--- config.mk ---
export PLATFORM = sky130hd
export DESIGN_NAME = alu_sequencer
export DESIGN_NICKNAME = d
export VERILOG_FILES = /design/src/rtl/alu_sequencer.sv
export SDC_FILE = /design/constraint.sdc
export NUM_CORES = 1
export LEC_CHECK = 0
export CORE_AREA = 4 4 83 85
export CTS_CLUSTER_SIZE = 12
export DETAILED_ROUTE_END_ITERATION = 8
export DIE_AREA = 0 0 87 89
export MAX_ROUTING_LAYER = met4
export PLACE_DENSITY = 0.79
export SLEW_MARGIN = 40
export SYNTH_ARGS = -nofsm -noshare
export SYNTH_HDL_FRONTEND = slang
export SYNTH_SLANG_ARGS = --single-unit
--- constraint.sdc ---
create_clock -name clock -period 7.6 [get_ports clock]
set_input_delay 1.52 -clock clock [delete_from_list [all_inputs] [get_ports clock]]
set_output_delay 1.52 -clock clock [all_outputs]
set_load 0.01 [all_outputs]
--- src/rtl/alu_sequencer.sv ---
// alu_sequencer: control stage beside a dual-read/single-write register RAM.
// Accepts one register-to-register instruction per handshake. It reads both
// operands, computes an ALU result, writes the result back and reports the
// flags to the issuer.
// Optional feature macro: ALU_SEQ_COUNT_EN enables the completed-instruction
// counter on instr_count. Without the macro, instr_count is tied to zero.
module alu_sequencer #(
   parameter int DATA_WIDTH = 8,
   parameter int ADDR_WIDTH = 4
) (
   input  logic                  clock,
   input  logic                  reset,
   input  logic                  instr_valid,
   output logic                  instr_ready,
   input  logic [2:0]            instr_op,
   input  logic [ADDR_WIDTH-1:0] instr_src0,
   input  logic [ADDR_WIDTH-1:0] instr_src1,
   input  logic [ADDR_WIDTH-1:0] instr_dst,
   output logic [ADDR_WIDTH-1:0] ram_addr0_read,
   output logic [ADDR_WIDTH-1:0] ram_addr1_read,
   input  logic [DATA_WIDTH-1:0] ram_data0_read,
   input  logic [DATA_WIDTH-1:0] ram_data1_read,
   output logic [ADDR_WIDTH-1:0] ram_addr_write,
   output logic [DATA_WIDTH-1:0] ram_data_write,
   output logic                  ram_write_enable,
   output logic                  done,
   output logic [DATA_WIDTH-1:0] result,
   output logic                  carry,
   output logic                  zero,
   output logic [7:0]            instr_count
);

   typedef enum logic [1:0] {
      IDLE  = 2'd0,
      READ  = 2'd1,
      EXEC  = 2'd2,
      WRITE = 2'd3
   } state_t;

   localparam logic [2:0] OP_ADD = 3'b000;
   localparam logic [2:0] OP_SUB = 3'b001;
   localparam logic [2:0] OP_AND = 3'b010;
   localparam logic [2:0] OP_OR  = 3'b011;
   localparam logic [2:0] OP_XOR = 3'b100;
   localparam logic [2:0] OP_NOT = 3'b101;
   localparam logic [2:0] OP_SHL = 3'b110;
   localparam logic [2:0] OP_MOV = 3'b111;

   state_t                state_reg;
   logic [2:0]            op_reg;
   logic [ADDR_WIDTH-1:0] src0_reg;
   logic [ADDR_WIDTH-1:0] src1_reg;
   logic [ADDR_WIDTH-1:0] dst_reg;
   logic [DATA_WIDTH-1:0] operand0_reg;
   logic [DATA_WIDTH-1:0] operand1_reg;
   logic [DATA_WIDTH-1:0] result_reg;
   logic                  carry_reg;
   logic                  zero_reg;

   // Bit DATA_WIDTH carries the carry/borrow; the lower bits are the result.
   logic [DATA_WIDTH:0]   alu_next;

   // ALU on the captured operands; the result is only registered in EXEC.
   always_comb begin
      alu_next = '0;
      case (op_reg)
         OP_ADD:  alu_next = {1'b0, operand0_reg} + {1'b0, operand1_reg};
         // The 9-bit difference sets its top bit exactly when a < b (borrow).
         OP_SUB:  alu_next = {1'b0, operand0_reg} - {1'b0, operand1_reg};
         OP_AND:  alu_next = {1'b0, operand0_reg & operand1_reg};
         OP_OR:   alu_next = {1'b0, operand0_reg | operand1_reg};
         OP_XOR:  alu_next = {1'b0, operand0_reg ^ operand1_reg};
         OP_NOT:  alu_next = {1'b0, ~operand0_reg};
         OP_SHL:  alu_next = {operand0_reg, 1'b0};
         OP_MOV:  alu_next = {1'b0, operand0_reg};
         default: alu_next = '0;
      endcase
   end

   // Sequencer FSM with the instruction latch, operand capture and flag registers.
   always_ff @(posedge clock) begin
      if (reset) begin
         state_reg    <= IDLE;
         op_reg       <= '0;
         src0_reg     <= '0;
         src1_reg     <= '0;
         dst_reg      <= '0;
         operand0_reg <= '0;
         operand1_reg <= '0;
         result_reg   <= '0;
         carry_reg    <= 1'b0;
         zero_reg     <= 1'b0;
      end else begin
         case (state_reg)
            IDLE: begin
               if (instr_valid) begin
                  op_reg    <= instr_op;
                  src0_reg  <= instr_src0;
                  src1_reg  <= instr_src1;
                  dst_reg   <= instr_dst;
                  state_reg <= READ;
               end
            end
            READ: begin
               operand0_reg <= ram_data0_read;
               operand1_reg <= ram_data1_read;
               state_reg    <= EXEC;
            end
            EXEC: begin
               result_reg <= alu_next[DATA_WIDTH-1:0];
               carry_reg  <= alu_next[DATA_WIDTH];
               zero_reg   <= (alu_next[DATA_WIDTH-1:0] == '0);
               state_reg  <= WRITE;
            end
            WRITE: begin
               state_reg <= IDLE;
            end
            default: begin
               state_reg <= IDLE;
            end
         endcase
      end
   end

   // Reset gates the write strobe combinationally so a reset landing in WRITE
   // suppresses the RAM commit at that same edge.
   assign instr_ready      = (state_reg == IDLE);
   assign ram_write_enable = (state_reg == WRITE) & ~reset;
   assign done             = (state_reg == WRITE) & ~reset;
   assign ram_addr0_read   = src0_reg;
   assign ram_addr1_read   = src1_reg;
   assign ram_addr_write   = dst_reg;
   assign ram_data_write   = result_reg;
   assign result           = result_reg;
   assign carry            = carry_reg;
   assign zero             = zero_reg;

`ifdef ALU_SEQ_COUNT_EN
   logic [7:0] count_reg;

   // Count every completed writeback; wraps naturally at 8 bits.
   always_ff @(posedge clock) begin
      if (reset) begin
         count_reg <= '0;
      end else if (done) begin
         count_reg <= count_reg + 8'd1;
      end
   end

   assign instr_count = count_reg;
`else
   assign instr_count = 8'd0;
`endif

endmodule

---- Yosys cells after proc, flatten, opt, wreduce, memory -nomap -nowiden ----
Cells that the tools add are included.
storage, ports and cells
  bits in read-only memories .............. 0
  RAM bits ................................ 0
  latch bits .............................. 0
  output and inout port bits .............. 41
  memories ................................ 0
  input port bits ......................... 34
  flip-flop bits (word level) ............. 43
cells by class
  eq/ne operators ......................... 11
  bitwise gates (word level) .............. 6
  multiplexer cells ....................... 3
  reduce and logical (&&, ||, !) cells .... 4
  div/mod/pow operators ................... 0
  shifts and indexed selects .............. 0
  magnitude comparators ................... 0
  $mul .................................... 0
  $add $sub $neg .......................... 2
operators by type and width
  kind                                                                   count
  9-bit one-hot mux with 8 select lines                                  1
  3-bit equality test, second input constant                             4
  8-bit by 8-bit adder with 9-bit output                                 1
  8-bit by 8-bit subtractor with 9-bit output                            1
  8-bit AND                                                              1
  8-bit logical NOT                                                      1
  8-bit inverter                                                         1
  8-bit bitwise OR                                                       1
  2-bit one-hot mux with 4 select lines                                  1
  8-bit bitwise XOR                                                      1
  3-bit by 2-bit equality test with 1-bit output, second input constant  2
  2-bit equality test, second input constant                             2
  3-bit by 1-bit equality test with 1-bit output, second input constant  1
  3-bit logical NOT                                                      1
  2-bit by 1-bit equality test with 1-bit output, second input constant  1
  2-bit logical NOT                                                      1
  2-bit two-way mux                                                      1
  2-bit inequality test, second input constant                           1
  2-bit AND reduction                                                    1
  1-bit AND                                                              1
  1-bit inverter                                                         1

---- Logic depth before layout (Yosys ltp) ----
Gate-level depths: netlist (run 1).
  word-level depth ........................ 3
  depth in mapped cells ................... 13

---- Least setup slack after synthesis (run 1) ----
OpenSTA, ideal clock, no wires.
  path type ............................... in2out
  from .................................... input port reset
  to ...................................... output port ram_write_enable
  slack ................................... 3.832 ns
  stages on the path ...................... 4
  buffers on the path ..................... 3
  arrival time ............................ 2.248 ns
  required time ........................... 6.080 ns
  cell sequence ........................... buf_2 -> clkbuf_1 -> nor2b_1 -> buf_4
on the way
  longest elaborated chain between the ends .. 2
ends and longest elaborated chain
  what                RTL line  RTL
  start: declaration  12        input logic reset,
  1-bit inverter      n/a
  1-bit AND           n/a
  end: declaration    25        output logic ram_write_enable,
Every way passes these cells.

---- Final worst setup path (run 1) ----
  from .................................... input port reset
  to ...................................... output port ram_write_enable
on the way
  longest elaborated chain between the ends .. 2
ends and longest elaborated chain
  what            RTL line  RTL
  1-bit inverter  128       assign ram_write_enable = (state_reg == WRITE) & ~reset;
  1-bit AND       128
Every way passes these cells.

==> metrics.json, run 1 <==
{
  "timing": {
    "worstMarginPinSlew_ps": 558,
    "timing.final.hold_violations": 0,
    "fin_setup_tns_ps": 0,
    "max_clock_freq_mhz": 222,
    "rsz0062_at_grt": "false",
    "fin_skew_ps": 7.87,
    "final.min_clock_period_ps": 4500,
    "max-slew-margin-rel_pct": 62.8,
    "fin_crit_sh_pct": 59.2,
    "finalSetupViolCount": 0,
    "timing_max_transition_violations_final": 0,
    "final_critical_path_setup_slack_ps": 3100,
    "fin_hold_ws_ps": 453
  },
  "finish": {
    "layout.nets": 480,
    "final_layout_size_suffix_gt1_share_pct": 4.80,
    "post_synthesis_to_final_layout_area_growth_pct": 22.1,
    "count_of_inserted_antenna_diode_cells": 0,
    "utilization_pct": 58.9
  },
  "clocking": {
    "postCtsSetupBuffers": 0,
    "ctsHtreeMaxLevel": 2,
    "root_buffer": "clkbuf_8",
    "clock_sinks": 43,
    "cts_tree": "done",
    "clkLatencyLatePin_ps": 300,
    "cts_bufs_inserted": 5,
    "cts.repair.resized": 0,
    "clkSlewWorstSetupHoldPaths_ps": 80,
    "clock_path_buffers": 2,
    "cts_hold_buf": 0
  },
  "grt": {
    "number_of_antenna_violations_at_the_first_check_in_global_routing": 0,
    "grt_first_pass_wirelength_um": 11300,
    "globalRouteOverflowTotal": 0,
    "grt_pass1_vias": 2558,
    "grt_usage_pct": 18.6,
    "grt_start_max_net_pins": 43
  },
  "route": {
    "vias": 2631,
    "firstDrtPassIters": 4,
    "routed_wirelength_um": 6780,
    "average_wire_length_per_cell_after_detail_routing_um": 13.7,
    "drt_first_iter_violations": 149,
    "detail_route.drc_violations": 0,
    "postRouteAntennaNets": 0,
    "post_drt_via_cell_ratio": 5.33
  },
  "placed_design": {
    "routability_cong": 0.899,
    "post-dp-hpwl_um": 5090,
    "dp_slack_ps": 3090,
    "port-buffer-count": 66
  },
  "synthesis": {
    "synth_most_common_cell": "nand2_1",
    "yosysWarningCount": 0,
    "sequential_fraction_of_the_synthesis_area_pct": 28.7,
    "yosysTopAreaCell": "dfxtp_1",
    "ys_dominant_reg_cell": "dfxtp_1",
    "cell_types_occupying_the_most_area_after_synthesis": "dfxtp_1 29%, ha_1 12%, mux2i_1 8.7%",
    "synth_edf_count": 0,
    "async_flop_share_pct": 0,
    "synthTopCellsByCount": "48 x nand2_1, 43 x dfxtp_1, 42 x nor2_1",
    "synth.avg_cell_area_um2": 8.10,
    "post_synth_num_cell_types": 56,
    "ys_ff_latch": 43,
    "cell_area_synth_um2": 3000,
    "postSynthCellCount": 370,
    "synth.top_cell.area_share_pct": 28.7
  },
  "setup_path": {
    "critPathKind": "input pin to output port",
    "cp.buffers_inverters": 3,
    "cpMaxStageDelayCell": "clkdlybuf4s50_1",
    "timing.critical_path.cells": "clkdlybuf4s50_1 > buf_4 > nor2b_1 > clkdlybuf4s50_1",
    "cp_max_fo": 42,
    "cp_top_delay_family": "buffers and inverters",
    "startpoint_type_of_the_worst_setup_path": "input pin",
    "worst-endpoint-required_ps": 6080,
    "max_stage_delay_ps": 500,
    "worstSetupEndpointType": "output port",
    "arrival_ps": 2980,
    "path_common_cell": "clkdlybuf4s50_1"
  },
  "pwr": {
    "p_per_area_nw_per_um2": 378,
    "maximum_vdd_drop_uv": 157,
    "lkg_pwr_nw": 1.47,
    "post_layout_power_mw": 1.38
  },
  "floorplan": {
    "dieHeight_um": 89,
    "core_region_area_um2": 6200,
    "core.rowCount": 29,
    "die_area_um2": 7740,
    "top_level_ports": 75,
    "die_w_um": 87,
    "floorplan.initialDensity_pct": 48.3
  },
  "worst_hold_path": {
    "hold_path_class": "register to register"
  },
  "job": {
    "maximum_capacitance_violations": 0
  },
  "run_status": {
    "status": "finished clean"
  }
}
==> worst paths after layout <==
path,slack (ps),to,from,cells after the start
worst max-delay path,3100,ram_write_enable,reset,4
worst min-delay path,450,ram_addr_write[0]$_SDFFE_PP0P_,ram_addr_write[0]$_SDFFE_PP0P_,2
worst max register to register,4320,carry$_SDFFE_PP0P_,op_reg[2]$_SDFFE_PP0P_,10
worst min register to register,450,ram_addr_write[0]$_SDFFE_PP0P_,ram_addr_write[0]$_SDFFE_PP0P_,2
==> per-stage QoR <==
stage	cells	area [µm²]
after floorplan	377	3020
after global placement	486	3570
after detailed placement	486	3570
after CTS	494	3650
after global routing	494	3660
final	494	3660
==> power by group <==
group          internal, mW  switching (mW)  total, mW
logic                 0.420           0.457      0.877
clock network        0.0642          0.0770      0.141
registers             0.285          0.0795      0.364
total                 0.770           0.613       1.38
==> cells in the final DEF (no fill, tap or decap), drive strengths merged, types with 3 or more instances in the layout <==
cell type and instances:
nand2b 9, clkdlybuf4s50 66, nand3 3, nand4 3, dfxtp 43, xor2 3, o21ai 15, mux2i 26
a211oi 4, and2 3, nor2 43, nand2 48, ha 29, inv 25, clkbuf 6, a21oi 29
nor3 3, conb 8, xnor2 7, o31ai 3
==> per-layer routing <==
metal  part of all wire [%]  vias to the layer above  GRT usage [%]
met2                     49                       69           31.3
li1                       -                     1323              -
met3                    4.9                       18           4.06
met4                    2.7                        0           6.66
met1                     43                     1221           21.8
met5                      0                        -              -
==> cell type report <==
cell class / count / area (µm²)
clock buffer: 6 / 72.6
clock inverter: 2 / 12.5
fill: 582 / 2550
inverter: 26 / 97.6
multi-input combinational: 273 / 1850
sequential: 43 / 865
tap: 77 / 96.3
timing repair buffer: 67 / 668
==> worst reg2reg max path, cell delays in order, from the launching register on <==
cell and delay [ps]:
dfxtp_2 490, nor2_1 450, nand2_1 240, mux2i_1 220, fa_1 460, a211oi_1 390
o21bai_1 140, a21oi_1 220, o21ai_0 150, or3_1 380, nand3_1 80
==> kinds of logic (layout without fill, tap and decap cells) <==
group,after synthesis,after routing,share of synthesized area [%]
AND/OR/NAND/NOR,126,126,19.1
AO/OA/AOI/OAI,70,70,15.2
buffers and inverters,61,101,10.6
flip-flops,43,43,28.7
adder cells (fa/ha/maj),30,30,12.8
multiplexers,29,29,10.6
XOR/XNOR,10,10,2.92
other,1,8,0.125
Power figures use the tool's default switching activity.
==> run 2: changes to the inputs <==
clock period = 4.5 ns   (was 7.6 ns; I/O delays follow)
==> metrics.json, run 2 (synthesis results as in run 1) <==
{
  "run_status": {
    "status": "finished clean"
  },
  "finish": {
    "layout.nets": 482,
    "num-fill-cells": 565,
    "final_layout_size_suffix_gt1_share_pct": 4.77,
    "most-common-layout-cells": "66 x clkdlybuf4s50_1, 48 x nand2_1, 42 x nor2_1, 42 x dfxtp_1, 29 x a21oi_1",
    "count_of_inserted_antenna_diode_cells": 0,
    "fin_area_um2": 3670,
    "final_common_cell": "clkdlybuf4s50_1",
    "post_synthesis_to_final_layout_area_growth_pct": 22.5
  },
  "pwr": {
    "maximum_vdd_drop_uv": 266,
    "lkg_pwr_nw": 1.48,
    "p_per_area_nw_per_um2": 640
  },
  "route": {
    "vias": 2627,
    "routed_wirelength_um": 7000,
    "postRouteAntennaNets": 0,
    "average_wire_length_per_cell_after_detail_routing_um": 14.1,
    "firstDrtPassIters": 4,
    "drt_first_iter_violations": 174,
    "post_drt_via_cell_ratio": 5.30,
    "detail_route.drc_violations": 0
  },
  "grt": {
    "grt_pass1_vias": 2626,
    "grt_usage_pct": 19.4,
    "number_of_antenna_violations_at_the_first_check_in_global_routing": 0,
    "grt_first_pass_wirelength_um": 11800,
    "globalRouteOverflowTotal": 0,
    "grt_start_max_net_pins": 42
  },
  "clocking": {
    "cts.repair.resized": 0,
    "clkLatencyLatePin_ps": 300,
    "root_buffer": "clkbuf_8",
    "clkSlewWorstSetupHoldPaths_ps": 80,
    "postCtsSetupBuffers": 0,
    "clock_path_buffers": 2,
    "clock_sinks": 43,
    "cts_tree": "done",
    "ctsHtreeMaxLevel": 2,
    "cts_hold_buf": 0,
    "cts_bufs_inserted": 5
  },
  "worst_hold_path": {
    "hold_path_class": "register to register"
  },
  "floorplan": {
    "core_region_area_um2": 6200,
    "dieHeight_um": 89,
    "die_area_um2": 7740,
    "core.rowCount": 29,
    "die_w_um": 87,
    "top_level_ports": 75,
    "floorplan.initialDensity_pct": 48.3
  },
  "timing": {
    "fin_setup_tns_ps": 0,
    "final.min_clock_period_ps": 3250,
    "worstMarginPinSlew_ps": 550,
    "timing.final.hold_violations": 0,
    "fin_crit_sh_pct": 72.2,
    "timing_max_transition_violations_final": 0,
    "fin_skew_ps": 9.79,
    "max-slew-margin-rel_pct": 63.3,
    "rsz0062_at_grt": "false",
    "finalSetupViolCount": 0,
    "max_clock_freq_mhz": 308
  },
  "setup_path": {
    "crit_path_end": "carry$_SDFFE_PP0P_",
    "critPathKind": "register to register",
    "startpoint_type_of_the_worst_setup_path": "register",
    "worst-r2r-cell-count": 11,
    "cp.buffers_inverters": 1,
    "worst-endpoint-required_ps": 4750,
    "setup.reg_to_reg.worst_slack_ps": 1250,
    "arrival_ps": 3500,
    "cp_top_delay_family": "simple AND/OR/NAND/NOR gates",
    "worstSetupEndpointType": "register",
    "cpMaxStageDelayCell": "fa_1",
    "cp_max_fo": 23,
    "critical_path_cell_count": 11,
    "worst_r2r_endpoint": "carry$_SDFFE_PP0P_",
    "setup.worst_path.start": "op_reg[1]$_SDFFE_PP0P_",
    "timing.critical_path.cells": "buf_4 > nor2_1 > nand2_1 > mux2i_1 > fa_1 > a211oi_1 > o21bai_1 > a21oi_1 > o21ai_0 > or3_1 > nand3_1",
    "regToRegStartpoint": "op_reg[1]$_SDFFE_PP0P_",
    "max_stage_delay_ps": 460
  },
  "placed_design": {
    "dpl-instance-area_um2": 3580,
    "port-buffer-count": 66,
    "routability_cong": 0.958,
    "post-dp-hpwl_um": 5300
  },
  "job": {
    "maximum_capacitance_violations": 0
  }
}
## run 2: cell count changes in the layout (fill, tap and decap cells not counted), sizes merged
cell  previous run  this run
buf              1         3
## run 2: stage by stage
step / setup WS (ps) / utilization [%] / hold slack (ps) / total power, mW / instances
2_1_floorplan: 1680 / - / 481 / 1.70 / 377
3_3_place_gp: 1420 / 57.7 / 441 / 2.06 / 488
3_5_place_dp: 1260 / 57.8 / 448 / 2.10 / 488
4_1_cts: 1220 / 59.1 / 461 / 2.34 / 496
5_1_grt: 1010 / 59.1 / 480 / 2.56 / 496
6_report: 1250 / 59.1 / 457 / 2.35 / 496
## run 2: tightest hold or removal path, cell delays in order, from the launching register on
cell and delay (ps):
dfxtp_1 310, nand2_1 50, a21oi_1 50
## run 2: worst min path at each step
stage / end / start / depth (start not counted)
2_1_floorplan: ram_addr0_read[0]$_SDFFE_PP0P_ / ram_addr0_read[0]$_SDFFE_PP0P_ / 2
3_3_place_gp: ram_addr_write[0]$_SDFFE_PP0P_ / ram_addr_write[0]$_SDFFE_PP0P_ / 2
3_5_place_dp: ram_addr1_read[2]$_SDFFE_PP0P_ / ram_addr1_read[2]$_SDFFE_PP0P_ / 2
4_1_cts: ram_addr0_read[3]$_SDFFE_PP0P_ / ram_addr0_read[3]$_SDFFE_PP0P_ / 2
5_1_grt: ram_addr0_read[3]$_SDFFE_PP0P_ / ram_addr0_read[3]$_SDFFE_PP0P_ / 2
6_report: ram_addr0_read[3]$_SDFFE_PP0P_ / ram_addr0_read[3]$_SDFFE_PP0P_ / 2
## run 2: metal layers
| layer | wire (µm) | track usage (%) | up-vias |
|---|---|---|---|
| met5 | 0 | - | - |
| met4 | 184 | 7.51 | 0 |
| met3 | 350 | 3.04 | 23 |
| met2 | 3400 | 32.8 | 74 |
| met1 | 3070 | 23.3 | 1205 |
| li1 | - | - | 1325 |
## run 2: final cells by class
class                           count  area (µm²)  area share (%)
Timing Repair Buffer               69         683            18.6
Inverter                           26        97.6            2.66
Clock buffer                        6        72.6            1.98
Clock inverter                      2        12.5           0.341
Tap cell                           77        96.3            2.63
Sequential cell                    43         862            23.5
Multi-Input combinational cell    273        1850            50.3
## run 2: report_power, final
group / total, mW / leakage (nW) / switching, mW / internal, mW
registers: 0.590 / 0.352 / 0.110 / 0.481
clock network: 0.241 / 0.0412 / 0.132 / 0.108
logic: 1.52 / 1.09 / 0.804 / 0.714
==> run 3: changes to the inputs <==
clock period = 3.4 ns   (was 4.5 ns; I/O delays follow)
==> metrics.json, run 3 (synthesis results as in run 1) <==
{
  "floorplan": {
    "dieHeight_um": 89,
    "floorplan.initialDensity_pct": 48.3,
    "die_area_um2": 7740,
    "core.rowCount": 29,
    "core_region_area_um2": 6200,
    "die_w_um": 87,
    "top_level_ports": 75
  },
  "grt": {
    "grt.busiest_layer": "met2",
    "met2_usage_pct": 33.5,
    "globalRouteMet3Util_pct": 4.06,
    "grt_pass1_vias": 2638,
    "grt_first_pass_wirelength_um": 11800,
    "grt_usage_pct": 19.6,
    "globalRouteOverflowTotal": 0,
    "number_of_antenna_violations_at_the_first_check_in_global_routing": 0,
    "grt_start_max_net_pins": 42,
    "grtUsageMet1_pct": 22.8
  },
  "pwr": {
    "netSwitchingPower_mw": 1.37,
    "internal_power_consumption_mw": 1.88,
    "p_per_area_nw_per_um2": 873,
    "lkg_pwr_nw": 1.51,
    "combPwrFrac_pct": 61.9,
    "netSwitchingFraction_pct": 42.3,
    "seq_power_share_pct": 23.8,
    "p_clk_share_pct": 14.3,
    "post_layout_power_mw": 3.25,
    "maximum_vdd_drop_uv": 454
  },
  "clocking": {
    "cts_hold_buf": 0,
    "ctsHtreeMaxLevel": 2,
    "clock_path_buffers": 2,
    "cts.repair.resized": 0,
    "cts_bufs_inserted": 5,
    "root_buffer": "clkbuf_8",
    "clkSlewWorstSetupHoldPaths_ps": 90,
    "cts_tree": "done",
    "clkLatencyLatePin_ps": 290,
    "clock_sinks": 43,
    "postCtsSetupBuffers": 0
  },
  "setup_path": {
    "critPathKind": "register to register",
    "worstSetupEndpointType": "register",
    "worst-r2r-cell-count": 10,
    "worst-endpoint-required_ps": 3600,
    "critical_path_cell_count": 10,
    "max_stage_delay_ps": 450,
    "setup.reg_to_reg.worst_slack_ps": 460,
    "cp_max_fo": 7,
    "startpoint_type_of_the_worst_setup_path": "register",
    "cp_top_delay_family": "compound AO/OA/AOI/OAI gates",
    "cp.buffers_inverters": 0,
    "cpMaxStageDelayCell": "fa_1",
    "arrival_ps": 3140,
    "timing.critical_path.cells": "nor2_1 > nand2_1 > mux2i_1 > fa_1 > a211oi_1 > o21bai_1 > a21oi_1 > xor2_1 > o21ai_1 > o211a_1"
  },
  "route": {
    "detail_route.drc_violations": 0,
    "average_wire_length_per_cell_after_detail_routing_um": 14.1,
    "postRouteAntennaNets": 0,
    "routed_wirelength_um": 7010,
    "drt_first_iter_violations": 124,
    "firstDrtPassIters": 5,
    "post_drt_via_cell_ratio": 5.22,
    "vias": 2592
  },
  "worst_hold_path": {
    "min_delay_path_depth": 2,
    "hold_path_class": "register to register"
  },
  "finish": {
    "num-fill-cells": 548,
    "fin_area_um2": 3720,
    "final_common_cell": "clkdlybuf4s50_1",
    "count_of_inserted_antenna_diode_cells": 0,
    "utilization_pct": 60.0,
    "post_synthesis_to_final_layout_area_growth_pct": 24.3,
    "final_layout_size_suffix_gt1_share_pct": 4.76,
    "layout.nets": 483,
    "most-common-layout-cells": "66 x clkdlybuf4s50_1, 48 x nand2_1, 43 x dfxtp_1"
  },
  "timing": {
    "max_clock_freq_mhz": 340,
    "timing_max_transition_violations_final": 0,
    "worstMarginPinSlew_ps": 544,
    "fin_skew_ps": 10.4,
    "finalSetupViolCount": 0,
    "max-slew-margin-rel_pct": 63.7,
    "timing.final.hold_violations": 0,
    "final.min_clock_period_ps": 2940,
    "fin_hold_ws_ps": 457,
    "fin_setup_tns_ps": 0,
    "fin_crit_sh_pct": 86.5,
    "rsz0062_at_grt": "false"
  },
  "placed_design": {
    "port-buffer-count": 66,
    "routability_cong": 0.898,
    "post-dp-hpwl_um": 5350,
    "dpl-instance-area_um2": 3590
  },
  "run_status": {
    "status": "finished clean"
  },
  "job": {
    "maximum_capacitance_violations": 0
  }
}
run 3: cell types whose count changed in the layout (fill, tap and decap cells not counted):
cell        change
dfxtp_2         -1
clkinv_2        -1
bufinv_16       +2
buf_4           +1
clkinvlp_4      -1
dfxtp_1         +1
run 3: metal layers:
metal  routed length, µm  part of all wire, %  up-vias
met1                3090                   44     1180
met5                   0                    0        -
met3                 326                  4.6       12
met2                3460                   49       72
met4                 133                  1.9        0
li1                    -                    -     1328
run 3: final timing paths:
kind	endpoint	startpoint
worst min-delay path	ram_addr0_read[3]$_SDFFE_PP0P_	ram_addr0_read[3]$_SDFFE_PP0P_
worst max-delay path	ram_data_write[6]$_SDFFE_PP0P_	op_reg[1]$_SDFFE_PP0P_
worst max register to register	ram_data_write[6]$_SDFFE_PP0P_	op_reg[1]$_SDFFE_PP0P_
worst min register to register	ram_addr0_read[3]$_SDFFE_PP0P_	ram_addr0_read[3]$_SDFFE_PP0P_
run 3: power groups by stage:
stage | clock network (mW) | registers, mW | logic [mW]
2_1_floorplan | 0 | 0.780 | 1.48
3_3_place_gp | 0 | 0.779 | 1.96
3_5_place_dp | 0 | 0.787 | 2.00
4_1_cts | 0.475 | 0.775 | 2.01
6_report | 0.465 | 0.773 | 2.01
5_1_grt | 0.503 | 0.794 | 2.24
run 3: area by class of cell:
class | instances | area, µm² | share of cell area, %
Clock inverter | 2 | 60.1 | 1.61
Sequential cell | 43 | 861 | 23.1
Tap cell | 77 | 96.3 | 2.59
Multi-Input combinational cell | 273 | 1850 | 49.6
Timing Repair Buffer | 70 | 691 | 18.5
Clock buffer | 6 | 72.6 | 1.95
Inverter | 26 | 97.6 | 2.62
run 3: metrics by stage:
stage	setup WS, ps	instances
2_1_floorplan	584	377
3_3_place_gp	592	489
3_5_place_dp	505	489
4_1_cts	480	497
5_1_grt	208	497
6_report	460	497
run 3: worst min-delay path: cells and delay by family (launching register included):
kind / cells / cell delay, ps
AND/OR/NAND/NOR: 1 / 50
AO/OA/AOI/OAI: 1 / 50
flip-flops: 1 / 310
